## src/rtl/msk_rcon_sched.sv

```systemverilog
// msk_rcon_sched: AES round-constant scheduler emitting a d-share masked rcon per round.
// Ports: clk, nrst (async active-low), start/abort control, busy,
//        out_valid/out_ready handshake, out_rcon (8*d shares), out_round, out_last.
// Optional: MSK_RCON_SCHED_INVERSE_EN adds input inverse to run the schedule backwards.
module msk_rcon_sched #(
  parameter int d       = 2,
  parameter int NROUNDS = 10
) (
  input  logic           clk,
  input  logic           nrst,
  input  logic           start,
  input  logic           abort,
`ifdef MSK_RCON_SCHED_INVERSE_EN
  input  logic           inverse,
`endif
  output logic           busy,
  output logic           out_valid,
  input  logic           out_ready,
  output logic [8*d-1:0] out_rcon,
  output logic [3:0]     out_round,
  output logic           out_last
);
  function automatic logic [7:0] fwd_at(input int n);
    logic [7:0] r;
    r = 8'h01;
    for (int k = 1; k < n; k++) r = {r[6:0], 1'b0} ^ (r[7] ? 8'h1B : 8'h00);
    return r;
  endfunction
  localparam logic [7:0] RC_LAST = fwd_at(NROUNDS);
  typedef enum logic {IDLE, RUN} state_t;
  state_t     state, state_nx;
  logic [7:0] rcon, rcon_nx;
  logic [3:0] cnt, cnt_nx;
  logic       inv, inv_nx, inv_in, fin, run;
`ifdef MSK_RCON_SCHED_INVERSE_EN
  assign inv_in = inverse;
`else
  assign inv_in = 1'b0;
`endif
  assign run = state == RUN;
  assign fin = cnt == 4'(NROUNDS - 1);
  always_ff @(posedge clk or negedge nrst)
    if (!nrst) begin
      state <= IDLE;
      rcon  <= '0;
      cnt   <= '0;
      inv   <= 1'b0;
    end else begin
      state <= state_nx;
      rcon  <= rcon_nx;
      cnt   <= cnt_nx;
      inv   <= inv_nx;
    end
  // abort wins over start and over a same-cycle transfer; the final transfer
  // always lands in IDLE so a restart needs at least one IDLE cycle
  always_comb begin
    state_nx = state;
    rcon_nx  = rcon;
    cnt_nx   = cnt;
    inv_nx   = inv;
    if (abort) begin
      state_nx = IDLE;
      rcon_nx  = '0;
      cnt_nx   = '0;
    end else if (!run) begin
      if (start) begin
        state_nx = RUN;
        rcon_nx  = inv_in ? RC_LAST : 8'h01;
        cnt_nx   = '0;
        inv_nx   = inv_in;
      end
    end else if (out_ready) begin
      state_nx = fin ? IDLE : RUN;
      cnt_nx   = fin ? 4'd0 : cnt + 4'd1;
      rcon_nx  = fin ? 8'h00 :
                 inv ? (rcon[0] ? ((rcon ^ 8'h1B) >> 1) | 8'h80 : rcon >> 1) :
                       {rcon[6:0], 1'b0} ^ (rcon[7] ? 8'h1B : 8'h00);
    end
  end
  assign busy      = run;
  assign out_valid = run;
  assign out_round = run ? cnt : 4'd0;
  assign out_last  = run & fin;
  // share 0 carries the public bit; the remaining shares are constant zero
  for (genvar i = 0; i < 8; i++) begin : g_enc
    assign out_rcon[i*d +: d] = {{(d-1){1'b0}}, run & rcon[i]};
  end
endmodule

```

## config.mk

```make
export PLATFORM = sky130hd
export DESIGN_NAME = msk_rcon_sched
export DESIGN_NICKNAME = d
export VERILOG_FILES = /design/src/rtl/msk_rcon_sched.sv
export SDC_FILE = /design/constraint.sdc
export NUM_CORES = 1
export LEC_CHECK = 0
export BUFFER_PORTS_ARGS = -buffer_cell sky130_fd_sc_hd__buf_2
export CORE_ASPECT_RATIO = 0.8
export CORE_MARGIN = 2
export CORE_UTILIZATION = 40
export CTS_BUF_LIST = sky130_fd_sc_hd__clkbuf_8
export CTS_CLUSTER_SIZE = 40
export DETAILED_ROUTE_END_ITERATION = 16
export GPL_TIMING_DRIVEN = 0
export MAX_ROUTING_LAYER = met4
export PLACE_DENSITY_LB_ADDON = 0.12
export SLEW_MARGIN = 10
export SYNTH_ARGS = -nofsm -noshare
export SYNTH_HDL_FRONTEND = slang
export SYNTH_SLANG_ARGS = --single-unit
```

## constraint.sdc

```tcl
create_clock -name clk -period 2.2 [get_ports clk]
set_clock_uncertainty 0.2 [all_clocks]
set_input_delay 0.22 -clock clk [delete_from_list [all_inputs] [get_ports clk]]
set_output_delay 0.22 -clock clk [all_outputs]
set_load 0.01 [all_outputs]
```

# [Word-level counts from Yosys, hierarchy flattened]
# Cells that the tools add are included.
[word_totals] wordCells=35 ff_bits=13
[classes] reduce_logical=2 muxes=17 eq_ne=2 n_addsub=1 n_bitwise=10
[ops] operator="$mux 8" count=5
[ops] operator="$mux 4" count=6
[ops] operator="$and 1x1->1" count=9
[ops] operator="$xor 8x5->8" count=1
[ops] operator="$mux 1" count=5
[ops] operator="$mux 5" count=1
[ops] operator="$add 4x1->4 const B" count=1
[ops] operator="$eq 4x4->1 const B" count=1
[ops] operator="$ne 3x3->1 const B" count=1
[ops] operator="$reduce_bool 3->1" count=1
[ops] operator="$reduce_and 2->1" count=1

# [Depth between registers and ports, before layout]
[logic_depth] depth_word=6 ltp_mapped=5 mapped_depth_nobuf=5

# [Worst setup path before layout]
# Ideal clock, no wire load.
[synth_path] path_type="flip-flop to flip-flop" from="reg state, in the netlist busy" to="reg cnt[3]" arrival_time_ns=1.369 slack_ns=0.550 path_stages_with_launch=5 period_less_slack_ns=1.650 required_ns=1.919 path_cell_list="dfrtp_1 buf_4 mux2i_2 or4_1 o211ai_2"
[synth_via] elab_chain_len=2 elab_cells_between_ends=5
[synth_rtl] element="start, declared" line_no="31" source="state_t state, state_nx;"
[synth_rtl] element="start signal, assigned" line_no="49" source="state <= state_nx;"
[synth_rtl] element="$ne 3x3->1 (no line) (tied with other cells)"
[synth_rtl] element="$reduce_and 2->1 (no line) or $mux 4 (tied branches)"
[synth_rtl] element="end signal, assigned" line_no="51" source="cnt <= cnt_nx;"
[synth_rtl] element="end, declared" line_no="33" source="logic [3:0] cnt, cnt_nx;"
# Parallel ways exist; a longest one is shown, timed or not.
# A chain may end at the register's enable or synchronous reset.

# [Worst setup path after layout]
[layout_path] from="reg state, in the netlist busy" to="out out_rcon[0]"
[layout_via] elab_chain_len=1
[layout_rtl] element="$and 1x1->1" line_no="86" source="assign out_rcon[i*d +: d] = {{(d-1){1'b0}}, run & rcon[i]};"
[layout_rtl] element="end, declared" line_no="19" source="output logic [8*d-1:0] out_rcon,"
# No other way between the ends.

==> results.py <==
metrics = {
    "drt": {
        "drtIter0Drc": 13,
        "ant_nets": 0,
        "vias": 728,
        "first_pass_iters": 4,
        "wl_per_cell_um": 12.5,
        "drc": 0,
        "wirelength_um": 1850,
        "routed_via_density": 4.92,
    },
    "place": {
        "place_area_sq_mm": 0.00100,
        "gp_congestion": 0.765,
        "portBuffers": 19,
        "dp_hpwl_um": 1270,
    },
    "global_route": {
        "busiest_layer": "met2",
        "use_met1": 0.205,
        "use_met2": 0.229,
        "grt_start_max_net_pins": 14,
        "grt_pass1_vias": 598,
        "grt_pass1_wl_um": 2870,
        "track_usage": 0.157,
        "overflow": 0,
        "antenna_found_initial": 0,
        "grt.met3_usage": 0.0688,
    },
    "power_and_ir_drop": {
        "clkPwrFrac": 0.389,
        "p_seq_frac": 0.455,
        "internal_power_uw": 402,
        "p_leak_uw": 0.000532,
        "switching_share": 0.262,
        "pwr-share-comb": 0.156,
        "vdd_drop_max_mv": 0.420,
        "switchingPower_uw": 143,
        "power_density_mw_per_mm2": 514,
    },
    "worst_setup_path": {
        "worstSetupPathType": "reg2out",
        "end_kind": "primary output",
        "cp_max_fo": 10,
        "arrival_ps": 1390,
        "worstPathRequired_ps": 1780,
        "worstSetupStartpointType": "register",
    },
    "logic_synthesis": {
        "ys_top_cells_by_area": "dfrtp_1 (38%), buf_4 (9.7%), and2_1 (8.8%)",
        "syn_area_per_cell_sq_um": 9.18,
        "yosys.area.top_type": "dfrtp_1",
        "yosysUniqueCellTypes": 25,
        "ys_seq_area_frac": 0.381,
        "ys_ff_latch": 13,
        "yosys_warnings": 0,
        "synth_top_area_share": 0.381,
        "synthCells": 93,
        "async_reset_ff_frac": 1.00,
        "ys.flop_type": "dfrtp_1",
        "synth_edf_count": 0,
        "synth_common_cells": "dfrtp_1 (13), and2_1 (12), buf_4 (11)",
        "yosysMostFrequentCell": "dfrtp_1",
        "syn_area_sq_um": 853,
    },
    "floorplanning": {
        "chipWidth_um": 55.6,
        "dieArea_sq_mm": 0.00252,
        "start_util": 0.439,
        "die_h_um": 45.3,
        "placementRows": 14,
        "core_sq_mm": 0.00194,
        "num_io_pins": 28,
    },
    "cts": {
        "cts_buffer_depth": 2,
        "clk_pin_slew_worst_paths_ps": 60,
        "insertion_delay_ps": 240,
        "cts_root_buf": "clkbuf_8",
        "htreeDepth": 1,
        "cts_tree": "done",
        "cts_made_buffers": 3,
        "clock_sinks": 13,
    },
    "flow_run": {
        "maxCapViolations": 0,
    },
    "cells_and_area": {
        "area_growth_syn_to_layout_pct": 24.2,
        "nFillCells": 184,
        "diodes": 0,
        "fin_nets": 132,
        "drive_gt1_frac": 0.290,
        "design_area_sq_mm": 0.00106,
    },
    "sta": {
        "hold_viol": 0,
        "timing.final.setup_violations": 0,
        "drv_slew": 0,
        "fin_crit_ps": 1810,
        "fin_crit_sh": 0.823,
        "finalSetupTns_ps": 0,
        "rsz0062_at_grt": "no",
        "slew_headroom": 0.660,
        "max_slew.worst_pin.slew_ps": 501,
        "fmax_ghz": 0.552,
    },
    "outcome": {
        "status": "complete, no violations",
    },
    "worst_hold_path": {
        "hold_class": "in2reg",
    },
}
## worst max-delay path, stage by stage (launching register included)
cell	delay, ps
dfrtp_1	350
buf_4	180
clkbuf_1	300
and2_1	190
buf_2	130
## sequential cells by signal, summed over array words and instances (netlist names)
name / cells
rcon: 8
busy: 1
cnt: 4
## logic make-up after synthesis
family,after synthesis,synth area share
AOI/OAI and AO/OA,16,0.131
xor gates and xnor gates,3,0.0308
adders and majority gates,2,0.0293
buffers and inverters,20,0.136
DFF,13,0.381
muxes,2,0.0293
other,1,0.00439
and+or+nand+nor,36,0.258
## power by group through the flow
stage,combinational (uW),sequential (uW),clock (uW)
floorplan,56.8,252,0
global placement,82.4,252,0
detailed placement,83.1,252,0
CTS,84.9,248,222
global route,92.6,249,232
finish,84.8,248,212
## per-layer routing
| layer | routed length, um | vias to the layer above | part of all wire |
|---|---|---|---|
| li1 | - | 358 | - |
| met4 | 0 | 0 | 0 |
| met2 | 772 | 32 | 0.42 |
| met3 | 166 | 0 | 0.090 |
| met1 | 911 | 338 | 0.49 |
| met5 | 0 | - | 0 |
## placed cells by master, fill, tap and decap left out, types with 5 or more instances in the layout
cell type  instances
buf_2             19
dfrtp_1           13
and2_1            12
buf_4             11
nand3b_1           9
conb_1             8
nand2_1            7
inv_1              6
o31ai_1            5
## layout make-up
| cell class | count | area, sq um | share of cell area |
|---|---|---|---|
| Clock buffer | 3 | 41.3 | 0.0390 |
| Multi-Input combinational cell | 67 | 438 | 0.413 |
| Buffer | 15 | 97.6 | 0.0921 |
| Timing Repair Buffer | 20 | 105 | 0.0992 |
| Inverter | 5 | 18.8 | 0.0177 |
| Clock inverter | 1 | 3.75 | 0.00354 |
| Tap cell | 24 | 30.0 | 0.0283 |
| Sequential cell | 13 | 325 | 0.307 |
## through the flow
step / util / hold slack, ps / total power (uW) / setup WS, ps / cells
after floorplan: - / -276 / 309 / 550 / 100
after global placement: 0.517 / -68.9 / 335 / 442 / 143
after detailed placement: 0.517 / -61.8 / 335 / 438 / 143
after CTS: 0.545 / 31.1 / 555 / 361 / 148
after global routing: 0.545 / 58.4 / 573 / 238 / 148
final: 0.545 / 40.6 / 545 / 389 / 148
## path summary, 6_finish.rpt
path / startpoint / endpoint / slack (ps) / cells after the start
hold / removal: start / busy / 40 / 3
min in group asynchronous: nrst / cnt[2] / 200 / 2
setup / recovery: busy / out_rcon[0] / 390 / 4
max in group asynchronous: nrst / rcon[3] / 1360 / 2
hold reg to reg: rcon[4] / rcon[4] / 330 / 2
setup reg to reg: busy / rcon[0] / 420 / 5
## repair_timing
item / CTS / global route
hold endpoints to repair: 13 / 0
resized for setup: 0 / 0
buffers inserted: 0 / 0
hold buffers: 1 / 0
Note: power is estimated with default switching activity, not from simulation.
